<file path="src/rtl/mul_seq.sv">
// Iterative radix-2 shift-add multiplier for the RV32M multiply group (MUL/MULH/MULHSU/MULHU).
// Multiplies operand magnitudes, then applies a final two's-complement sign fix.
module mul_seq #(
   parameter int unsigned WIDTH = 32
) (
   input  logic             clk,
   input  logic             rst_n,
   input  logic             start,
   input  logic             kill,
   input  logic [1:0]       op,
   input  logic [WIDTH-1:0] a,
   input  logic [WIDTH-1:0] b,
   output logic             busy,
   output logic             done,
   output logic [WIDTH-1:0] result
);

   localparam int unsigned CNT_W = $clog2(WIDTH) + 1;
   localparam int unsigned PW    = 2 * WIDTH;

   typedef enum logic [1:0] {
      S_IDLE,
      S_CALC,
      S_FIX,
      S_DONE
   } state_t;

   state_t           state;
   state_t           state_nxt;
   logic [CNT_W-1:0] cnt;
   logic [PW-1:0]    prod;
   logic [WIDTH-1:0] mcand;
   logic [WIDTH-1:0] mplier;
   logic             neg;
   logic [1:0]       op_q;

   logic             a_sgn;
   logic             b_sgn;
   logic [WIDTH-1:0] a_mag;
   logic [WIDTH-1:0] b_mag;
   logic [WIDTH:0]   sum;
   logic [PW-1:0]    prod_fix;
   logic             last;
   logic             accept;

   // Operand magnitudes, partial-sum adder and final sign correction
   always_comb begin
      a_sgn    = ((op == 2'b01) || (op == 2'b10)) && a[WIDTH-1];
      b_sgn    = (op == 2'b01) && b[WIDTH-1];
      a_mag    = a_sgn ? (~a + WIDTH'(1)) : a;
      b_mag    = b_sgn ? (~b + WIDTH'(1)) : b;
      sum      = {1'b0, prod[PW-1:WIDTH]} + (mplier[0] ? {1'b0, mcand} : {(WIDTH+1){1'b0}});
      prod_fix = neg ? (~prod + PW'(1)) : prod;
      last     = (cnt == CNT_W'(WIDTH - 1));
      accept   = start && !kill;
   end

   // State register; busy/done registered from the next state
   always_ff @(posedge clk) begin
      if (!rst_n) begin
         state <= S_IDLE;
         busy  <= 1'b0;
         done  <= 1'b0;
      end else begin
         state <= state_nxt;
         busy  <= (state_nxt != S_IDLE);
         done  <= (state_nxt == S_DONE);
      end
   end

   // Next-state logic; kill wins over any advance
   always_comb begin
      state_nxt = state;
      unique case (state)
         S_IDLE:  if (accept) state_nxt = S_CALC;
         S_CALC:  if (kill) state_nxt = S_IDLE;
                  else if (last) state_nxt = S_FIX;
         S_FIX:   state_nxt = kill ? S_IDLE : S_DONE;
         S_DONE:  state_nxt = S_IDLE;
         default: state_nxt = S_IDLE;
      endcase
   end

   // Datapath: load magnitudes, shift-add iterations, sign fix and word select
   always_ff @(posedge clk) begin
      if (!rst_n) begin
         cnt    <= '0;
         prod   <= '0;
         mcand  <= '0;
         mplier <= '0;
         neg    <= 1'b0;
         op_q   <= 2'b00;
         result <= '0;
      end else begin
         unique case (state)
            S_IDLE: begin
               if (accept) begin
                  op_q   <= op;
                  mcand  <= a_mag;
                  mplier <= b_mag;
                  neg    <= a_sgn ^ b_sgn;
                  prod   <= '0;
                  cnt    <= '0;
               end
            end
            S_CALC: begin
               if (!kill) begin
                  prod   <= {sum, prod[WIDTH-1:1]};
                  mplier <= mplier >> 1;
                  cnt    <= cnt + CNT_W'(1);
               end
            end
            S_FIX: begin
               if (!kill) begin
                  prod   <= prod_fix;
                  result <= (op_q == 2'b00) ? prod_fix[WIDTH-1:0] : prod_fix[PW-1:WIDTH];
               end
            end
            default: ;
         endcase
      end
   end

endmodule

</file>
<file path="config.mk">
export PLATFORM = sky130hd
export DESIGN_NAME = mul_seq
export DESIGN_NICKNAME = d
export VERILOG_FILES = /design/src/rtl/mul_seq.sv
export SDC_FILE = /design/constraint.sdc
export NUM_CORES = 1
export LEC_CHECK = 0
export ABC_AREA = 0
export CORE_MARGIN = 8
export CORE_UTILIZATION = 45
export DETAILED_ROUTE_END_ITERATION = 16
export GPL_TIMING_DRIVEN = 0
export MAX_ROUTING_LAYER = met4
export PLACE_DENSITY_LB_ADDON = 0.15
export SYNTH_ARGS = -nofsm -noshare
export SYNTH_HDL_FRONTEND = slang
export SYNTH_SLANG_ARGS = --single-unit
</file>
<file path="constraint.sdc">
create_clock -name clk -period 2.8 [get_ports clk]
set_input_delay 0.56 -clock clk [delete_from_list [all_inputs] [get_ports clk]]
set_output_delay 0.56 -clock clk [all_outputs]
set_load 0.05 [all_outputs]
</file>
==> impl_metrics.tcl <==
set metrics [dict create \
    final_nets 1905 \
    holdPathStages 2 \
    synthArstFlopShare_pct 0 \
    yosysWarnings 0 \
    ir_drop_mv 0.321 \
    rsz0062_at_grt "true" \
    synth_nets 1748 \
    clock-root-buffer "clkbuf_16" \
    synth-compound-area-share_pct 27.7 \
    rows 60 \
    grt_first_pass_wirelength_microns 71700 \
    synth_area_leaders "dfxtp_1 28%, a21oi_1 6.4%, o21ai_0 6.0%" \
    crit_type "register to register" \
    ys_top_cells_by_count "187 x nand2_1, 173 x dfxtp_1, 155 x a21oi_1, 147 x o21ai_0, 132 x nor2_1" \
    ys_ff_latch 173 \
    grt_use_total_pct 28.5 \
    path_cells "buf_8 > and2_4 > ha_4 > inv_2 > fa_2 > nor2b_2 > o211ai_1 > a21o_1 > a211o_4 > a21oi_4 > xor2_2 > a221oi_2 > nor2b_1" \
    die_h_microns 181 \
    core_sq_um 26800 \
    finalNonFillerCells 2146 \
    layout-drive-gt1-share_pct 14.8 \
    ys_types 71 \
    worstPathBufferInverterCount 2 \
    tightestPinTransition_ps 867 \
    wire_per_inst_microns 22.1 \
    synth_fa_ha_area_share_pct 4.47 \
    n_antenna_cell 0 \
    status "finished with violations" \
    ys_seq_area_share_pct 28.4 \
    dpl_cell_area_sq_um 13700 \
    fin_crit_sh_pct 106 \
    numClockSinks 173 \
    drt_wl_total_microns 47400 \
    place_congestion 1.03 \
    drc 0 \
    die_x_microns 181 \
    power_density_nw_per_um2 386 \
    drt-vias-per-instance 6.15 \
    finish.instance_area_sq_um 15500 \
    avgSynthCellArea_sq_um 7.47 \
    required_ps 3140 \
    yosysMostFrequentCell "nand2_1" \
    grt_overflow 0 \
    antenna_found_initial 0 \
    worst_ep_arrival_time_ps 3300 \
    crit_path_top_delay_cell "dfxtp_4" \
    place_inst 2077 \
    timing.hold.ws_ps 452 \
    ctsHoldBuffers 0 \
    setup_viol 7 \
    p_leak_uw 0.00593 \
    hold_path_class "register to register" \
    cap_violations 0 \
    syn_to_final_growth_pct 27.2 \
    finClkSkew_ps 18.6 \
    initial_core_util_pct 45.5 \
    synth_top_family_by_area "compound AO/OA/AOI/OAI gates" \
    clkLatencyLatePin_ps 460 \
    critical_path.top_delay_family "compound AO/OA/AOI/OAI gates" \
    firstDrtPassIters 8 \
    cp-start-kind "register" \
    ant_nets 0 \
    port-buffer-count 101 \
    cts_tree "yes" \
    pre_cts_ws_ps -1890 \
    clockBufferDepth 2 \
    numCtsBuffers 17 \
    place_hpwl_microns 35800 \
    finalSetupTns_ps -454 \
    yosysTopAreaCell "dfxtp_1" \
    fin_ws_ps -157 \
    yosys.area_share.xor_xnor_pct 10.4 \
    synth_top_area_share_pct 28.4 \
    grt_pass1_vias 12400 \
    synthCells 1635 \
    fillerInstances 2592 \
    synth_edf_count 0 \
    synth.area.mux_share_pct 0.164 \
    pin_count 104 \
    worst-path-stages 13 \
    synthFlopType "dfxtp_1" \
    rr_worst_depth 13 \
    max_freq_mhz 338 \
    drt-initial-drc-count 1345 \
    report.final.slew_viol_count 0 \
    slew_headroom_pct 41.4 \
    critical_path.max_stage_delay_ps 400 \
    crit_path_max_fanout 4 \
    fin_crit_ps 2960 \
    via_count 13200 \
    cts.htree.levels 4 \
    clkTransAtPathRegs_ps 80 \
    syn_area_sq_um 12200 \
    hold_violations 0 \
    end_kind "register" \
    dieArea_sq_um 32700 \
    grt_max_degree 22 \
    yosys.area_share.simple_pct 24.6 \
    violations "negative setup slack" \
]
[cell usage in the layout (no fill, tap or decap), types with 17 or more instances in the layout]
cell             instances
a211oi_1                18
a21oi_1                138
and2_1                  36
buf_4                   48
clkbuf_1                68
clkbuf_16               17
clkbuf_2                17
clkdlybuf4s50_1         99
dfxtp_1                166
ha_1                    31
inv_1                   24
nand2_1                182
nand3_1                 44
nor2_1                 131
nor2b_1                 39
nor3_1                  40
o21ai_0                130
o31ai_1                 19
or3_1                   22
xnor2_1                 73
xor2_1                  58
[what timing repair did]
action	4_1_cts	5_1_grt
gates resized for setup	131	117
gates cloned	0	0
setup endpoints to repair	104	99
buffers inserted	28	18
pin swaps	38	59
[per-stage QoR]
| stage | power, uW | util [%] |
|---|---|---|
| floorplan | 3060 | - |
| global placement | 3390 | 51.0 |
| detailed placement | 3400 | 51.0 |
| CTS | 5980 | 56.0 |
| global route | 6180 | 57.9 |
| finish | 6000 | 57.9 |
[cells by family after synthesis]
logic type,after synthesis
simple gates,614
compound gates,519
flops,173
xor+xnor,145
buf+inv,139
fa+ha+maj,43
mux,2
[layout make-up]
type                    count  area [sq um]  area share [%]
clock inverters            15           216            1.39
multi-input cells        1323          9060            58.4
repair buffers            147          1360            8.77
flip-flops and latches    173          3480            22.4
inverters                  26          97.6           0.629
plain buffers             104           460            2.97
clock buffers              17           425            2.74
well taps                 341           427            2.75
[state kept, by name (all words and copies together), names as in the netlist]
signal,flops
result,32
mplier,32
prod,64
mcand,32
state,2
op_q,2
cnt,6
done,1
neg,1
busy,1
[worst paths after layout]
kind,startpoint,to,slack [ps]
setup / recovery,mplier[0]$_SDFFE_PN0P_,prod[53]$_SDFFE_PN0P_,-160
hold / removal,mplier[24]$_SDFFE_PN0P_,mplier[24]$_SDFFE_PN0P_,450
setup reg to reg,mplier[0]$_SDFFE_PN0P_,prod[53]$_SDFFE_PN0P_,-160
hold reg to reg,mplier[24]$_SDFFE_PN0P_,mplier[24]$_SDFFE_PN0P_,450
[worst reg2reg max path: cells and delay by family (launching register included)]
kind,cells,cell delay (ps)
DFF,1,400
xor gates and xnor gates,1,130
and+or+nand+nor,3,400
adders and majority gates,2,510
buffers and inverters,2,160
AOI/OAI and AO/OA,5,1250
[metal layers]
layer  share of wire [%]  global-route usage (%)
met1                  43                    35.9
met2                  44                    43.3
met3                 8.3                    4.99
met4                 5.0                    15.2
met5                   0                       -
[power by group]
part	total [uW]	switching [uW]	leakage, uW	internal (uW)
combinational	847	531	0.00421	316
sequential	2560	39.7	0.00141	2520
clock	2590	1350	0.000306	1240
total	6000	1920	0.00593	4080
Note: power is estimated with default switching activity, not from simulation.
